$ cat config.mk
export PLATFORM = sky130hd
export DESIGN_NAME = skolem_solve_sched
export DESIGN_NICKNAME = d
export VERILOG_FILES = /design/src/rtl/skolem_solve_sched.sv
export SDC_FILE = /design/constraint.sdc
export NUM_CORES = 1
export LEC_CHECK = 0
export CORE_UTILIZATION = 54
export CTS_CLUSTER_SIZE = 28
export DETAILED_ROUTE_END_ITERATION = 12
export PLACE_DENSITY = 0.92
export SKIP_LAST_GASP = 1
export SLEW_MARGIN = 20
export SYNTH_ARGS = -nofsm -noshare
export SYNTH_HDL_FRONTEND = slang
export SYNTH_SLANG_ARGS = --single-unit
$ cat constraint.sdc
create_clock -name clk -period 3.3 [get_ports clk]
set_input_delay 0.99 -clock clk [delete_from_list [all_inputs] [get_ports clk]]
set_output_delay 0.99 -clock clk [all_outputs]
set_load 0.1 [all_outputs]
$ cat src/rtl/skolem_solve_sched.sv
// Bit-serial solver for x in (x + s) mod 2^WIDTH == t, serving two requesters
// with round-robin arbitration, one query in flight, and a full-width self-check.
module skolem_solve_sched #(
  parameter int WIDTH = 4,
  parameter int CNT_W = 8
) (
  input  logic             clk,
  input  logic             rst_n,
  input  logic             req0_valid,
  input  logic [WIDTH-1:0] req0_s,
  input  logic [WIDTH-1:0] req0_t,
  output logic             req0_ready,
  input  logic             req1_valid,
  input  logic [WIDTH-1:0] req1_s,
  input  logic [WIDTH-1:0] req1_t,
  output logic             req1_ready,
  output logic             rsp_valid,
  input  logic             rsp_ready,
  output logic             rsp_id,
  output logic [WIDTH-1:0] rsp_x,
  output logic             rsp_ok,
  output logic             busy,
  output logic [CNT_W-1:0] done_cnt
);

  localparam int IDX_W = (WIDTH > 1) ? $clog2(WIDTH) : 1;
  localparam logic [IDX_W-1:0] LAST_IDX = IDX_W'(WIDTH - 1);

  typedef enum logic [1:0] {IDLE, SOLVE, CHECK, RESP} state_t;

  state_t             state;
  logic               last_grant;
  logic               borrow;
  logic [IDX_W-1:0]   idx;
  logic [WIDTH-1:0]   s_q, t_q, x_q;
  logic               id_q;

  logic               grant_any;
  logic               grant_id;
  logic [WIDTH-1:0]   sel_s, sel_t;
  logic [WIDTH-1:0]   chk_sum;
  logic               s_bit, t_bit;

  // NOTE: every always_comb output gets a default first so no path can infer a latch.
  always_comb begin
    grant_any = req0_valid | req1_valid;
    grant_id  = 1'b0;
    if (req0_valid && req1_valid) grant_id = ~last_grant;
    else if (req1_valid)          grant_id = 1'b1;
    sel_s   = grant_id ? req1_s : req0_s;
    sel_t   = grant_id ? req1_t : req0_t;
    s_bit   = s_q[idx];
    t_bit   = t_q[idx];
    chk_sum = x_q + s_q;
  end

  // Readys are a pure function of IDLE and the valids so the winner sees acceptance in-cycle.
  assign req0_ready = (state == IDLE) && grant_any && !grant_id;
  assign req1_ready = (state == IDLE) && grant_any &&  grant_id;
  assign busy       = (state != IDLE);
  assign rsp_valid  = (state == RESP);

  // NOTE: sequential state uses non-blocking assignments only, so every register
  // samples pre-edge values regardless of statement order.
  always_ff @(posedge clk or negedge rst_n) begin
    if (!rst_n) begin
      state      <= IDLE;
      last_grant <= 1'b1;
      borrow     <= 1'b0;
      idx        <= '0;
      s_q        <= '0;
      t_q        <= '0;
      x_q        <= '0;
      id_q       <= 1'b0;
      rsp_id     <= 1'b0;
      rsp_x      <= '0;
      rsp_ok     <= 1'b0;
      done_cnt   <= '0;
    end else begin
      case (state)
        IDLE: begin
          if (grant_any) begin
            s_q        <= sel_s;
            t_q        <= sel_t;
            id_q       <= grant_id;
            last_grant <= grant_id;
            borrow     <= 1'b0;
            idx        <= '0;
            state      <= SOLVE;
          end
        end
        SOLVE: begin
          // Borrow-propagating subtract t - s, one bit per cycle from the LSB.
          x_q[idx] <= t_bit ^ s_bit ^ borrow;
          borrow   <= (~t_bit & s_bit) | (~(t_bit ^ s_bit) & borrow);
          if (idx == LAST_IDX) state <= CHECK;
          else                 idx   <= idx + 1'b1;
        end
        CHECK: begin
          rsp_x  <= x_q;
          rsp_id <= id_q;
          rsp_ok <= (chk_sum == t_q);
          state  <= RESP;
        end
        RESP: begin
          if (rsp_ready) begin
            state <= IDLE;
            if (done_cnt != '1) done_cnt <= done_cnt + 1'b1;
          end
        end
        default: state <= IDLE;
      endcase
    end
  end

endmodule

After elaboration in Yosys (flattened, before gate mapping)
Cells that the tools add are included.
{ "word_totals": {"input_bits": 21, "output_inout_bits": 18, "reg_bits": 33, "wordCells": 70} }
{ "classes": {"bitwise": 9, "add_sub_neg": 3, "mux": 20, "n_reduce_logical": 14, "n_eq_ne": 10, "n_lt_le_gt_ge": 2} }
{ "op_table": {"columns": ["op", "count"], "rows": [
  ["2-bit 2-to-1 mux", 5],
  ["3-bit AND reduction", 3],
  ["8-bit by 1-bit adder with 8-bit output (second input constant)", 1],
  ["4-bit 2-to-1 mux", 2],
  ["8-bit inequality test (second input constant)", 1],
  ["2-bit case mux with 4 select lines", 1],
  ["2-bit == test (second input constant)", 3],
  ["1-bit 2-to-1 mux", 6],
  ["2-bit inequality test (second input constant)", 3],
  ["1-bit logical AND", 5],
  ["4-bit adder", 1],
  ["1-bit binary-select mux with 2-bit select", 2],
  ["4-bit bitwise mux", 1],
  ["4-bit == test", 1],
  ["2-bit case mux with 2 select lines", 1],
  ["2-bit AND reduction", 2],
  ["2-bit nonzero test", 2],
  ["2-bit by 3-bit less-than comparator with 1-bit output (second input constant)", 1],
  ["1-bit NOT", 3],
  ["2-bit by 1-bit adder with 2-bit output (second input constant)", 1],
  ["1-bit AND", 2],
  ["1-bit demux with 2-bit select", 1],
  ["2-bit by 1-bit == test with 1-bit output (second input constant)", 1],
  ["2-bit by 1-bit greater-or-equal comparator with 1-bit output (second input constant)", 1],
  ["6 further kinds", 8]
]} }

Logic depth before layout (Yosys ltp)
Gate-level depths: netlist of run 1.
{ "logic_depth": {"depth_word": 7, "ltp_mapped": 7, "ltp_nobuf": 7} }

Worst setup path before layout of run 1
Ideal clock, no wire load.
{ "synth_path": {"kind": "input-to-output", "startpoint": "in req1_valid", "endpoint": "out req0_ready", "path_stages": 1, "required_ps": 2310, "t_arrival_ps": 2026, "n_path_buf": 0, "setup_slack_ps": 284, "cell_sequence": "a21oi_2"} }
{ "synth_via": {"elab_chain_len": 4, "word_cells_on_any_way": 7, "classes_between": "mux: 2; bitwise: 1; reduce/logical: 4"} }
{ "synth_rtl": {"columns": ["item", "line", "rtl"], "rows": [
  ["from (decl)", "13", "input logic req1_valid,"],
  ["1-bit 2-to-1 mux / 1-bit logical AND (equally long branches)", "49, 48", null],
  ["1-bit 2-to-1 mux", "48", "if (req0_valid && req1_valid) grant_id = ~last_grant;"],
  ["1-bit zero test", "58", "assign req0_ready = (state == IDLE) && grant_any && !grant_id;"],
  ["1-bit logical AND *", "58", null],
  ["to (decl)", "12", "output logic req0_ready,"]
]} }
Every way passes the cells marked *; elsewhere a longest branch is shown, timed or not.

Final worst setup path of run 1
{ "layout_path": {"startpoint": "in req0_valid", "endpoint": "out req0_ready"} }
{ "layout_via": {"elab_chain_len": 4, "word_cells_on_any_way": 6, "classes_between": "mux: 1; bitwise: 1; reduce/logical: 4"} }
{ "layout_rtl": {"columns": ["item", "line", "rtl"], "rows": [
  ["from (decl)", "9", "input logic req0_valid,"],
  ["1-bit logical AND", "48", null],
  ["1-bit 2-to-1 mux", "48", null],
  ["1-bit zero test", "58", null],
  ["1-bit logical AND *", "58", null]
]} }
Marked as above.

==> results.py, run 1 <==
metrics = {
    "outcome": {
        "status": "finished, final reports clean",
    },
    "critical_path": {
        "cp.required_ns": 2.31,
        "r2r_cells": 4,
        "cp_data_arrival_time_ns": 2.09,
        "crit_path_cell_trace": "clkdlybuf4s50_1 -> nand2_1 -> a21oi_2 -> buf_12",
        "worstSetupStartpoint": "req0_valid",
        "crit_path_max_incr_delay_ns": 0.58,
        "crit_family": "buffers and inverters",
        "critPathMaxFanout": 5,
        "cp-end-kind": "output port",
        "path_buf_inv": 2,
        "r2r_end": "x_q[2]",
        "crit_path_end": "req0_ready",
        "slowest_stage": "clkdlybuf4s50_1",
        "r2r_setup_slack_ns": 1.46,
        "path_class": "input port to output port",
        "cp-start-kind": "input port",
        "crit_cells": 4,
        "reg2reg_from": "idx[0]",
    },
    "sta": {
        "rsz0062_at_grt": "no",
        "fin_tns_setup_ns": 0,
        "maxSlewViolCount": 0,
        "max_freq_mhz": 324,
        "setup_viol": 0,
        "finalHoldViolCount": 0,
        "fin_skew_ns": 0.0158,
        "final.period_utilization": 0.935,
        "period_needed_ns": 3.08,
        "relSlewSlack": 0.584,
        "worst_pin_slew_ns": 0.620,
    },
    "place": {
        "place_hpwl_mm": 2.87,
        "finalWeightedCongestion": 0.851,
        "place_area_um2": 2190,
        "portBuffers": 38,
    },
    "synth": {
        "synthXorXnorAreaFrac": 0.0549,
        "synth_simple_gate_area_frac": 0.0927,
        "yosys-top-cells-area": "dfrtp_1 (46%), ha_1 (9.3%), mux2_2 (5.8%), xnor2_1 (5.0%), a222oi_1 (4.6%)",
        "yosysTopAreaCell": "dfrtp_1",
        "synth_edf_count": 0,
        "synth.area.mux_share": 0.0834,
        "synth_top_family_by_area": "compound AO/OA/AOI/OAI gates",
        "syn-cell-area_um2": 1760,
        "synth_flop_cell": "dfrtp_1",
        "synth_top_area_share": 0.456,
        "yosysMostFrequentCell": "dfrtp_1",
        "ys_types": 32,
        "synth_compound_area_frac": 0.130,
        "ys_top_cells_by_count": "dfrtp_1 (32), inv_1 (21), nand2_1 (17), ha_1 (13), xnor2_1 (10)",
        "async_flop_share": 1.00,
        "yosys.area_share.adder": 0.115,
        "synth_seq_cells": 33,
        "synth_seq_area_share": 0.471,
        "yosys_warnings": 0,
        "syn_inst": 156,
        "syn_avg_cell_area_um2": 11.3,
        "syn-num-nets": 192,
    },
    "global_routing": {
        "met1_usage": 0.303,
        "use_met3": 0.0568,
        "busiest_layer": "met2",
        "grtUsageTotal": 0.247,
        "grt_max_degree": 34,
        "grt_pass1_vias": 1338,
        "antenna_found_initial": 0,
        "grt_overflow": 0,
        "grt_use_met2": 0.407,
        "grt_pass1_wl_mm": 6.10,
    },
    "layout": {
        "multi_input_area_um2": 837,
        "nFillCells": 198,
        "syn2layout_area_growth_pct": 27.5,
        "drive_above_1_share": 0.222,
        "design_area_um2": 2240,
        "ff_latch_area_um2": 827,
        "final_nets": 238,
        "num_antenna_cells": 0,
    },
    "floorplan": {
        "num_rows": 20,
        "core_um2": 3080,
        "die_w_um": 59.0,
        "die_h_um": 59.0,
        "io_pins": 39,
        "start_util": 0.570,
        "die_area_um2": 3480,
    },
    "clocking": {
        "clkTransAtPathRegs_ns": 0.08,
        "cts_resized": 0,
        "clock_latency_ns": 0.34,
        "cts_root_buf": "clkbuf_4",
        "cts_sinks": 33,
        "cts_tree": "done",
        "htree_levels": 2,
        "postCtsHoldBufs": 0,
        "cts.path.max_buffers": 2,
        "cts_setup_buffers": 0,
        "cts_buffers": 5,
    },
    "detailed_routing": {
        "drtIter0Drc": 68,
        "viasPerCell": 5.44,
        "wl_per_cell_um": 14.8,
        "postRouteAntennaNets": 0,
        "via_count": 1344,
        "wirelength_mm": 3.67,
        "first_pass_iters": 4,
        "drc": 0,
    },
    "min_path": {
        "hp-class": "flop to flop",
    },
    "job": {
        "maxCapViolations": 0,
    },
}
flip-flops by register name, indices dropped and copies added (netlist names):
name / cells
borrow: 1
done_cnt: 8
id_q: 1
idx: 2
last_grant: 1
rsp_id: 1
rsp_ok: 1
rsp_x: 4
s_q: 4
state: 2
t_q: 4
x_q: 4
cell usage in the layout, fill, tap and decap left out, types with 2 or more instances in the layout:
master	count
a222oi_1	8
buf_4	20
mux2_2	9
nor2_1	3
nand3_1	2
clkbuf_1	2
a22o_1	3
xnor2_1	10
nand4_1	3
o21ai_0	8
ha_1	13
inv_1	21
fa_1	2
clkdlybuf4s50_1	20
mux4_2	2
dfrtp_1	32
nand2_1	17
buf_12	2
clkbuf_4	5
a21oi_1	3
a21o_1	3
metrics by stage:
stage | util | setup slack, ns | cells | hold WS [ns]
3_5_place_dp | 0.711 | 0.225 | 239 | 0.496
3_3_place_gp | 0.711 | 0.288 | 239 | 0.455
2_1_floorplan | - | 0.284 | 156 | 0.444
5_1_grt | 0.727 | 0.154 | 247 | 0.537
4_1_cts | 0.727 | 0.218 | 247 | 0.516
6_report | 0.727 | 0.216 | 247 | 0.513
worst min-delay path by stage:
stage,startpoint,cells after the start,slack (ns),to
floorplan,id_q,1,0.44,id_q
global placement,id_q,1,0.46,id_q
detailed placement,id_q,1,0.50,id_q
CTS,rsp_x[2],1,0.52,rsp_x[2]
global route,rsp_x[2],1,0.54,rsp_x[2]
finish,rsp_x[0],1,0.51,rsp_x[0]
worst reg2reg max path, cell delays in order, from the launching register on:
cell     delay (ns)
dfrtp_1        0.49
mux4_2         0.54
inv_1          0.09
fa_1           0.46
o21ai_0        0.18
cells by family (layout without fill, tap and decap cells):
group                      after synthesis  count (layout)
and+or+nand+nor                         31              31
adders and majority gates               15              15
xor gates and xnor gates                11              11
AOI/OAI and AO/OA                       31              31
DFF                                     33              33
muxes                                   11              11
buffers and inverters                   24              71
per-layer routing:
| metal | part of all wire | routed length, um |
|---|---|---|
| met5 | 0 | 0 |
| met4 | 0.019 | 70 |
| met3 | 0.043 | 159 |
| met2 | 0.53 | 1950 |
| met1 | 0.40 | 1480 |
layout make-up:
cell class / count / share of cell area
multi-input combinational: 99 / 0.374
sequential: 33 / 0.369
timing repair buffer: 42 / 0.174
inverter: 21 / 0.0352
tap: 44 / 0.0246
clock buffer: 7 / 0.0201
clock inverter: 1 / 0.00224
Power of run 1 is not shown: default switching activity piles up to over one toggle a cycle in this logic, so the estimate is an artifact.
==> inputs of run 2 (changes only) <==
--- a/config.mk
+++ b/config.mk
@@ -5,10 +5,11 @@
 export SDC_FILE = /design/constraint.sdc
 export NUM_CORES = 1
 export LEC_CHECK = 0
-export CORE_UTILIZATION = 54
+export CORE_MARGIN = 3
+export CORE_UTILIZATION = 45
 export CTS_CLUSTER_SIZE = 28
 export DETAILED_ROUTE_END_ITERATION = 12
-export PLACE_DENSITY = 0.92
+export PLACE_DENSITY = 0.82
 export SKIP_LAST_GASP = 1
 export SLEW_MARGIN = 20
 export SYNTH_ARGS = -nofsm -noshare
==> constraint.sdc (replaced) <==
create_clock -name clk -period 2.7 [get_ports clk]
set_input_delay 0.81 -clock clk [delete_from_list [all_inputs] [get_ports clk]]
set_output_delay 0.81 -clock clk [all_outputs]
set_load 0.1 [all_outputs]
==> results.py, run 2 (synthesis results as in run 1) <==
metrics = {
    "sta": {
        "final.period_utilization": 0.970,
        "fin_skew_ns": 0.00477,
        "maxSlewViolCount": 0,
        "fin_tns_setup_ns": 0,
        "relSlewSlack": 0.716,
        "rsz0062_at_grt": "no",
        "worst_pin_slew_ns": 0.426,
        "finalHoldViolCount": 0,
        "max_freq_mhz": 382,
        "period_needed_ns": 2.62,
        "setup_viol": 0,
    },
    "floorplan": {
        "die_w_um": 68.5,
        "start_util": 0.472,
        "die_area_um2": 4690,
        "die_h_um": 68.5,
        "io_pins": 39,
        "num_rows": 22,
        "core_um2": 3720,
    },
    "clocking": {
        "cts_root_buf": "clkbuf_8",
        "cts_sinks": 33,
        "htree_levels": 2,
        "cts_tree": "done",
        "cts.path.max_buffers": 2,
        "cts_buffers": 5,
        "cts_setup_buffers": 0,
        "clock_latency_ns": 0.28,
        "clkTransAtPathRegs_ns": 0.06,
        "postCtsHoldBufs": 0,
        "cts_resized": 0,
    },
    "layout": {
        "design_area_um2": 2300,
        "syn2layout_area_growth_pct": 31.3,
        "largest_reg_flops": 8,
        "stdcell_count": 253,
        "mostFrequentLayoutCells": "dfrtp_1 (32), inv_1 (21), buf_4 (21)",
        "final_nets": 240,
        "top_register": "done_cnt",
        "drive_above_1_share": 0.229,
        "num_antenna_cells": 0,
        "layout_commonest_cell": "dfrtp_1",
    },
    "place": {
        "place_area_um2": 2220,
        "portBuffers": 38,
        "finalWeightedCongestion": 0.767,
        "place_hpwl_mm": 2.61,
        "dp_cells": 245,
    },
    "job": {
        "maxCapViolations": 0,
    },
    "global_routing": {
        "grt_pass1_vias": 1273,
        "grt_pass1_wl_mm": 5.61,
        "grt_max_degree": 34,
        "grt_overflow": 0,
        "antenna_found_initial": 0,
        "grtUsageTotal": 0.165,
    },
    "detailed_routing": {
        "wirelength_mm": 3.34,
        "viasPerCell": 5.25,
        "via_count": 1327,
        "wl_per_cell_um": 13.2,
        "drc": 0,
        "postRouteAntennaNets": 0,
        "drtIter0Drc": 117,
        "first_pass_iters": 5,
    },
    "critical_path": {
        "critPathMaxFanout": 3,
        "reg2reg_from": "idx[0]",
        "cp_data_arrival_time_ns": 1.81,
        "path_class": "input port to output port",
        "worstSetupStartpoint": "req0_valid",
        "cp-end-kind": "output port",
        "cp.required_ns": 1.89,
        "cp-start-kind": "input port",
    },
    "outcome": {
        "status": "finished, final reports clean",
    },
    "min_path": {
        "hold_start": "id_q",
        "hp-class": "flop to flop",
    },
}
## run 2: cell count changes in the layout (fill, tap and decap cells not counted)
cell	previous run	this run
a21oi_1	3	2
a21oi_2	1	2
buf_12	2	3
buf_4	20	21
clkbuf_1	2	3
clkbuf_4	5	0
clkbuf_8	0	5
clkinv_2	1	0
## run 2: path summary, 6_finish.rpt
path	slack [ns]	cells after the start	end
setup / recovery	0.08	4	req0_ready
setup reg to reg	0.85	4	x_q[1]
max in group asynchronous	1.43	2	last_grant
hold / removal	0.47	1	id_q
min in group asynchronous	0.93	2	rsp_ok
hold reg to reg	0.47	1	id_q
## run 2: per-stage QoR
stage	setup slack, ns	util	hold slack [ns]
finish	0.0807	0.620	0.469
global route	0.0324	0.620	0.497
global placement	0.0288	0.598	0.456
floorplan	0.0436	-	0.444
detailed placement	0.0321	0.598	0.459
CTS	0.0323	0.619	0.474
## run 2: cell type report
type,count,area (um2)
sequential,33,827
multi-input combinational,99,841
timing repair buffer,44,418
fill,323,1410
tap,48,60.1
inverter,21,78.8
clock buffer,8,80.1
## run 2: per-layer routing
metal	wire, um	share of wire	track usage	up-vias
li1	-	-	-	647
met1	1420	0.42	0.208	641
met2	1690	0.51	0.266	33
met3	179	0.054	0.0493	6
met4	56	0.017	0.0596	0
met5	0	0	0	-
## run 2: worst max-delay path: stages
cell             delay [ns]
clkdlybuf4s50_1        0.52
nand2_1                0.08
a21oi_2                0.19
buf_12                 0.20
Power of run 2 is left out for the same reason.
